## src/rtl/aibnd_clkgate_ctrl.sv

```systemverilog
// aibnd_clkgate_ctrl: clock-enable sequencer for the aibnd_nand2 clock gate.
// A request (req or force_on) walks OFF -> WAKE -> ON. Dropping it walks
// ON -> DRAIN -> OFF. The gate enable is retimed on the falling edge of clk,
// so it only moves while clk is low and the gated clock cannot glitch.
module aibnd_clkgate_ctrl #(
   parameter int unsigned WAKE_CYC  = 4,
   parameter int unsigned DRAIN_CYC = 2,
   parameter int unsigned CW        = 4
) (
   input  logic       clk,
   input  logic       rst,
   input  logic       req,
   input  logic       force_on,
   input  logic       vccl_aibnd,
   input  logic       vssl_aibnd,
   output logic       en,
   output logic       ack,
   output logic       busy,
   output logic [1:0] state
);

   typedef enum logic [1:0] {
      st_off   = 2'd0,
      st_wake  = 2'd1,
      st_on    = 2'd2,
      st_drain = 2'd3
   } state_t;

   // Terminal counts of the shared settle/drain counter.
   localparam logic [CW-1:0] wake_last  = CW'(WAKE_CYC - 1);
   localparam logic [CW-1:0] drain_last = CW'(DRAIN_CYC - 1);

   state_t        cur;
   state_t        nxt;
   logic [CW-1:0] cnt;
   logic [CW-1:0] cnt_nxt;
   logic          r;
   logic          en_pre;
   logic          ack_nxt;
   logic          busy_nxt;
   logic          unused_pins;

   // Supply pins carry no logic; fold them into a sink so they stay connected.
   assign unused_pins = vccl_aibnd ^ vssl_aibnd;

   // Effective request: force_on behaves as a permanent request.
   assign r = req | force_on;

   // Next-state and counter logic.
   always_comb begin
      nxt     = cur;
      cnt_nxt = cnt;
      case (cur)
         st_off: begin
            if (r) begin
               nxt     = st_wake;
               cnt_nxt = '0;
            end
         end
         st_wake: begin
            if (!r) begin
               nxt     = st_off;
               cnt_nxt = '0;
            end else if (cnt == wake_last) begin
               nxt = st_on;
            end else begin
               cnt_nxt = cnt + 1'b1;
            end
         end
         st_on: begin
            if (!r) begin
               nxt     = st_drain;
               cnt_nxt = '0;
            end
         end
         st_drain: begin
            if (r) begin
               nxt = st_on;
            end else if (cnt == drain_last) begin
               nxt     = st_off;
               cnt_nxt = '0;
            end else begin
               cnt_nxt = cnt + 1'b1;
            end
         end
         default: begin
            nxt     = st_off;
            cnt_nxt = '0;
         end
      endcase
   end

   // ack/busy are registered from the next state so they track the state
   // register exactly, with no extra cycle of delay.
   always_comb begin
      ack_nxt  = (nxt == st_on);
      busy_nxt = (nxt != st_off);
   end

   // Rising-edge state, counter and status registers.
   always_ff @(posedge clk) begin
      if (rst) begin
         cur  <= st_off;
         cnt  <= '0;
         ack  <= 1'b0;
         busy <= 1'b0;
      end else begin
         cur  <= nxt;
         cnt  <= cnt_nxt;
         ack  <= ack_nxt;
         busy <= busy_nxt;
      end
   end

   // The gate stays enabled through ON and the whole drain window.
   assign en_pre = (cur == st_on) || (cur == st_drain);

   // Falling-edge retime of the enable so it changes only while clk is low.
   always_ff @(negedge clk) begin
      if (rst) begin
         en <= 1'b0;
      end else begin
         en <= en_pre;
      end
   end

   assign state = cur;

endmodule

```

## config.mk

```make
export PLATFORM = sky130hd
export DESIGN_NAME = aibnd_clkgate_ctrl
export DESIGN_NICKNAME = d
export VERILOG_FILES = /design/src/rtl/aibnd_clkgate_ctrl.sv
export SDC_FILE = /design/constraint.sdc
export NUM_CORES = 1
export LEC_CHECK = 0
export ABC_AREA = 0
export CAP_MARGIN = 10
export CELL_PAD_IN_SITES_DETAIL_PLACEMENT = 0
export CELL_PAD_IN_SITES_GLOBAL_PLACEMENT = 2
export CORE_UTILIZATION = 28
export CTS_CLUSTER_DIAMETER = 200
export DETAILED_ROUTE_END_ITERATION = 16
export PLACE_DENSITY = 0.87
export SLEW_MARGIN = 15
export SYNTH_ARGS = -nofsm -noshare
export SYNTH_HDL_FRONTEND = slang
export SYNTH_SLANG_ARGS = --single-unit
export TNS_END_PERCENT = 30
```

## constraint.sdc

```tcl
create_clock -name clk -period 4.2 [get_ports clk]
set_input_delay 0.63 -clock clk [delete_from_list [all_inputs] [get_ports clk]]
set_output_delay 0.63 -clock clk [all_outputs]
set_load 0.02 [all_outputs]
```

==> results of run 1 <==
path summary, 6_finish.rpt:
check,end,slack (ns)
worst min register to register,cnt[0],0.51
worst min-delay path,cnt[0],0.51
worst max-delay path,en,0.26
worst max register to register,en,1.44
metrics by stage:
stage                     std cells  area, um^2  utilization  setup WS, ns  total power, mW
final                            72       551.8       0.4038        0.2638           0.1792
after CTS                        72       551.8       0.4038        0.2495           0.1811
after floorplan                  45       426.7            -         1.075           0.1046
after detailed placement         68       525.5       0.3846        0.5905           0.1142
after global routing             72       551.8       0.4038        0.2003           0.1879
after global placement           68       525.5       0.3846        0.5849           0.1143
power by group through the flow:
| stage | logic, mW | registers, mW | clock network (mW) |
|---|---|---|---|
| 5_1_grt | 0.0212 | 0.0903 | 0.0763 |
| 6_report | 0.0193 | 0.0900 | 0.0699 |
| 3_3_place_gp | 0.0194 | 0.0919 | 0.00298 |
| 4_1_cts | 0.0193 | 0.0901 | 0.0717 |
| 3_5_place_dp | 0.0193 | 0.0920 | 0.00298 |
| 2_1_floorplan | 0.00798 | 0.0937 | 0.00298 |
layer usage:
| metal | routed length, um | share of wire | vias to the layer above |
|---|---|---|---|
| li1 | - | - | 187 |
| met1 | 411 | 0.49 | 154 |
| met2 | 376 | 0.45 | 10 |
| met3 | 24 | 0.029 | 2 |
| met4 | 19 | 0.023 | 0 |
| met5 | 0 | 0 | - |
cells by family after synthesis:
| logic type | count (synthesis) | synth area share |
|---|---|---|
| simple gates | 15 | 0.2053 |
| buf+inv | 5 | 0.04399 |
| xor+xnor | 1 | 0.02053 |
| mux | 2 | 0.04985 |
| fa+ha+maj | 2 | 0.05864 |
| flops | 9 | 0.4223 |
| compound gates | 11 | 0.1994 |
synthesized netlist by cell type, types with 2 or more instances:
master / count / area (um^2)
o22ai_1: 3 / 18.77
nor2_1: 3 / 11.26
nand2_1: 4 / 15.01
a21oi_1: 2 / 10.01
inv_1: 5 / 18.77
dfxtp_1: 9 / 180.2
ha_1: 2 / 25.02
sequential cells by signal, summed over array words and instances (netlist names):
name,cells
ack,1
state,2
en,1
busy,1
cnt,4
area by class of cell:
type                    count  area (um^2)  area share
clock buffers               3        22.52     0.04082
clock inverters             2        7.507     0.01361
inverters                   4        15.01     0.02721
multi-input cells          31        227.7      0.4127
flip-flops and latches      9        180.2      0.3265
well taps                  15        18.77     0.03401
repair buffers              8        80.08      0.1451
cell usage in the layout, fill, tap and decap left out:
master           synthesis  routed
a21o_1                   1       1
dfxtp_1                  9       9
inv_1                    5       6
nor2b_1                  1       1
nand4_1                  1       1
o22ai_1                  3       3
a21oi_1                  2       2
nand2_1                  4       4
and4bb_2                 1       1
clkdlybuf4s50_1          0       8
o21ai_0                  1       1
nor3_1                   1       1
a221oi_1                 1       1
nor2_1                   3       3
nor3b_1                  1       1
a311oi_2                 1       1
mux2_2                   1       1
clkbuf_4                 0       3
o21bai_1                 1       1
o211ai_2                 1       1
or4b_1                   1       1
mux2i_1                  1       1
or3b_1                   1       1
ha_1                     2       2
xnor2_1                  1       1
nand3_1                  1       1
==> results.md, run 1 <==
* Initial antenna violation count at 0
* IO buf count at 8
* Critical path origin: en
* CP Data Required Time at ~3.6 ns
* Met2 usage at 0.1797
* Fin. Hold Viols at 0
* Power share of the combinational group at 0.108
* CP max FO at 1
* Syn_area_per_cell at roughly 9.5 um^2
* Internal at 0.1329 mW
* Initial Util at 0.3123
* Worst endpoint data arrival time at between 3 and 4 ns
* Crit-path cells: clkdlybuf4s50_1
* Vias per cell at 4.903
* Vias at 353
* DR DRC count at 0
* TritonCTS Buffers at 3
* Count of pins over their slew limit at 0
* Status: finished clean
* Synthesized Nets at 53
* Final setup violation count at 0
* RR Startpoint: state[1]
* Antenna cell count at 0
* Setup Total Neg Slack at 0 ns
* First-pass GRT wire length at about 1300 um
* Syn Inst Count at 45
* Total gr overflow at 0
* CTS Buffer Depth at 2
* Worst-path clk slew at approximately 0.06 ns
* Final hold slack at just over 0.5 ns
* Most used routing layer: met2
* Initial DRT Pass Iterations at 4
* Row count at 13
* I/O pin cnt at 11
* Die height at ~41 um
* Hold depth at 1
* Critical path's slowest cell: clkdlybuf4s50_1
* Sequential power share at 0.502
* Async SR Flop Fraction at 0
* Cts hold-fix bufs at 0
* Met3 Track Usage GR at 0.03261
* Setup CP Type: reg2out
* Gr usage total at 0.1247
* Leak at ~0.2 nW
* Warnings from Yosys at 0
* Post-CTS Setup Bufs at 0
* Core area at 0.001366 mm^2
* Slew of the pin with the lowest slew margin at around 0.32 ns
* Post-synthesis sequential area ratio at 0.4223
* CP Capture Type: primary output
* Clock network fraction of total power at 0.390
* WP depth at 1
* CTS sink count at 9
* Skew-Pair Late Insertion Delay at 0.32 ns
* Cell Area, Synth at 426.7 um^2
* Area delta synth->final at 29.33%
* Power per Cell Area at 324.8 mW/mm^2
* Detailed-route wire length per cell at ~12 um
* Vias in the first global route at around 320
* Routed WL at about 830 um
* Worst Skew at ~0.056 ns
* Synth Register Bits at 9
* Ys flop type: dfxtp_1
* RSZ-0062 raised after global routing: false
* Post-synth EDFFs at 0
* Headroom to the max-slew limit at 0.7876
* Layout cells sized above 1 at 0.1228
* CP peak stage delay at around 0.59 ns
* Met1 usage at 0.1438
* Sw Pwr at ~0.046 mW
* Die Footprint at 0.001684 mm^2
* Die Width at roughly 40 um
* FF-to-FF path depth at 1
* Nets at 66
* WP buf/inv at 1
* H-tree Lvls at 1
* Max Cap Viol at 0
* Post-route ant nets at 0
* Maximum VDD drop at between 0.0001 and 0.00015 V
* Hold Path Class: reg2reg
* Filler Cell Count at around 150
* Sw frac at 0.2585
* Final HPWL DP at between 500 and 600 um
* Yosys cell types at 24
* GPL Wtd Cong at around 0.68
* Largest net degree at the start of global routing at 10
* HP Start: cnt[0]
* CTS tree: done
* Root buffer cell: clkbuf_4
* PostCTS Resize Cnt at 0
* Startpoint type of the worst setup path: flip-flop
* CP delay by family, top: buffers and inverters
* DRT iter0 DRCs at 1
No activity file was read; power rests on OpenSTA's default activity.
==> run 2: changes to the inputs <==
CORE_UTILIZATION = 26   (was 28)
CTS_CLUSTER_DIAMETER = 50   (was 200)
PLACE_DENSITY = 0.83   (was 0.87)
TNS_END_PERCENT = 5   (was 30)
clock period = 3.7 ns   (was 4.2 ns; I/O delays follow)
==> results.md, run 2 (synthesis gave the netlist of run 1 again) <==
* Layout cells sized above 1 at 0.1379
* Post-route ant nets at 0
* Slew of the pin with the lowest slew margin at ~0.30 ns
* H-tree Lvls at 1
* Die Footprint at 0.001807 mm^2
* Power per Cell Area at 364.7 mW/mm^2
* Startpoint type of the worst setup path: flip-flop
* FF-to-FF path depth at 1
* Worst-path clk slew at approximately 0.060 ns
* CP max FO at 1
* Initial antenna violation count at 0
* Final HPWL DP at ~630 um
* Setup CP Type: reg2out
* Hold Path End: cnt[0]
* Commonest non-fill, non-tap cell in the layout: dfxtp_1
* Setup Total Neg Slack at 0 ns
* Root buffer cell: clkbuf_4
* Detailed-route wire length per cell at 11.28 um
* Commonest non-fill, non-tap cells in the layout: dfxtp_1, clkdlybuf4s50_1, inv_1, nand2_1
* Headroom to the max-slew limit at 0.7989
* I/O pin cnt at 11
* Vias at 357
* PostCTS Resize Cnt at 0
* CTS tree: done
* Cts hold-fix bufs at 0
* Maximum VDD drop at just under 0.0002 V
* Status: finished clean
* Reg2reg end: en
* Routed WL at around 840 um
* Largest net degree at the start of global routing at 10
* Vias per cell at between 4 and 5
* Worst Skew at 0.05523 ns
* CTS Buffer Depth at 2
* Initial DRT Pass Iterations at 4
* Max Cap Viol at 0
* Worst endpoint data arrival time at approximately 3.1 ns
* Hold Path Class: reg2reg
* IO buf count at 8
* Vias in the first global route at ~300
* Leak at just over 0.2 nW
* Count of pins over their slew limit at 0
* CP peak stage delay at 0.59 ns
* GPL Wtd Cong at just under 0.8
* Area delta synth->final at 31.38%
* Worst R2R Setup Slack at ~1.2 ns
* TritonCTS Buffers at 3
* Core area at ~0.0015 mm^2
* HP Start: cnt[0]
* Max reg flops at 4
* Antenna cell count at 0
* Skew-Pair Late Insertion Delay at 0.32 ns
* Critical path's slowest cell: clkdlybuf4s50_1
* WP buf/inv at 1
* Gr usage total at 0.1082
* Top reg by flops: cnt
* Final setup violation count at 0
* Nets at 67
* Post-CTS Setup Bufs at 0
* RSZ-0062 raised after global routing: false
* CP Data Required Time at between 3 and 4 ns
* WP depth at 1
* CP Capture Type: primary output
* Fin. Hold Viols at 0
* DRT iter0 DRCs at 5
* Multi-input gate area at 227.7 um^2
* Die height at 42.51 um
* First-pass GRT wire length at 1352 um
* Hold depth at 1
* CTS sink count at 9
* Crit-path cells: clkdlybuf4s50_1
* CP delay by family, top: buffers and inverters
* Row count at 14
* DR DRC count at 0
* Final hold slack at approximately 0.51 ns
* Initial Util at 0.2800
* Filler Cell Count at about 150
* Total gr overflow at 0
* RR Startpoint: state[1]
* Die Width at 42.51 um
* Sequential cell area at about 180 um^2
==> run 2: layer usage <==
metal / routed length [um] / vias to the layer above / track usage
met2: 329 / 5 / 0.1231
met5: 0 / - / 0
li1: - / 189 / -
met4: 34 / 0 / 0.1125
met3: 23 / 5 / 0.02586
met1: 447 / 158 / 0.1522
==> run 2: power breakdown <==
group / total, mW / switching [mW] / internal, mW
registers: 0.102 / 0.00238 / 0.100
clock network: 0.0793 / 0.0390 / 0.0403
logic: 0.0228 / 0.0114 / 0.0114
total: 0.204 / 0.0527 / 0.152
==> run 2: how the worst max path moves through the flow <==
stage / end / startpoint / slack (ns)
final: en / en / 0.09
after global routing: en / en / 0.05
after CTS: en / en / 0.08
after detailed placement: en / en / 0.42
after global placement: en / en / 0.42
after floorplan: en / en / 0.90
==> run 2: through the flow <==
stage	instance area, um^2	cells	worst slack (ns)	power, mW	util
global placement	534.3	70	0.4155	0.1306	0.3506
global route	560.5	74	0.04938	0.2120	0.3678
floorplan	426.7	45	0.8999	0.1188	-
detailed placement	534.3	70	0.4217	0.1307	0.3506
CTS	560.5	74	0.08048	0.2059	0.3678
finish	560.5	74	0.08718	0.2044	0.3678
==> run 2: final cells by class <==
| class | instances | share of cell area |
|---|---|---|
| multi-input combinational | 31 | 0.4062 |
| timing repair buffer | 9 | 0.1562 |
| inverter | 4 | 0.02679 |
| clock inverter | 2 | 0.01339 |
| clock buffer | 3 | 0.04018 |
| tap | 16 | 0.03571 |
| sequential | 9 | 0.3214 |
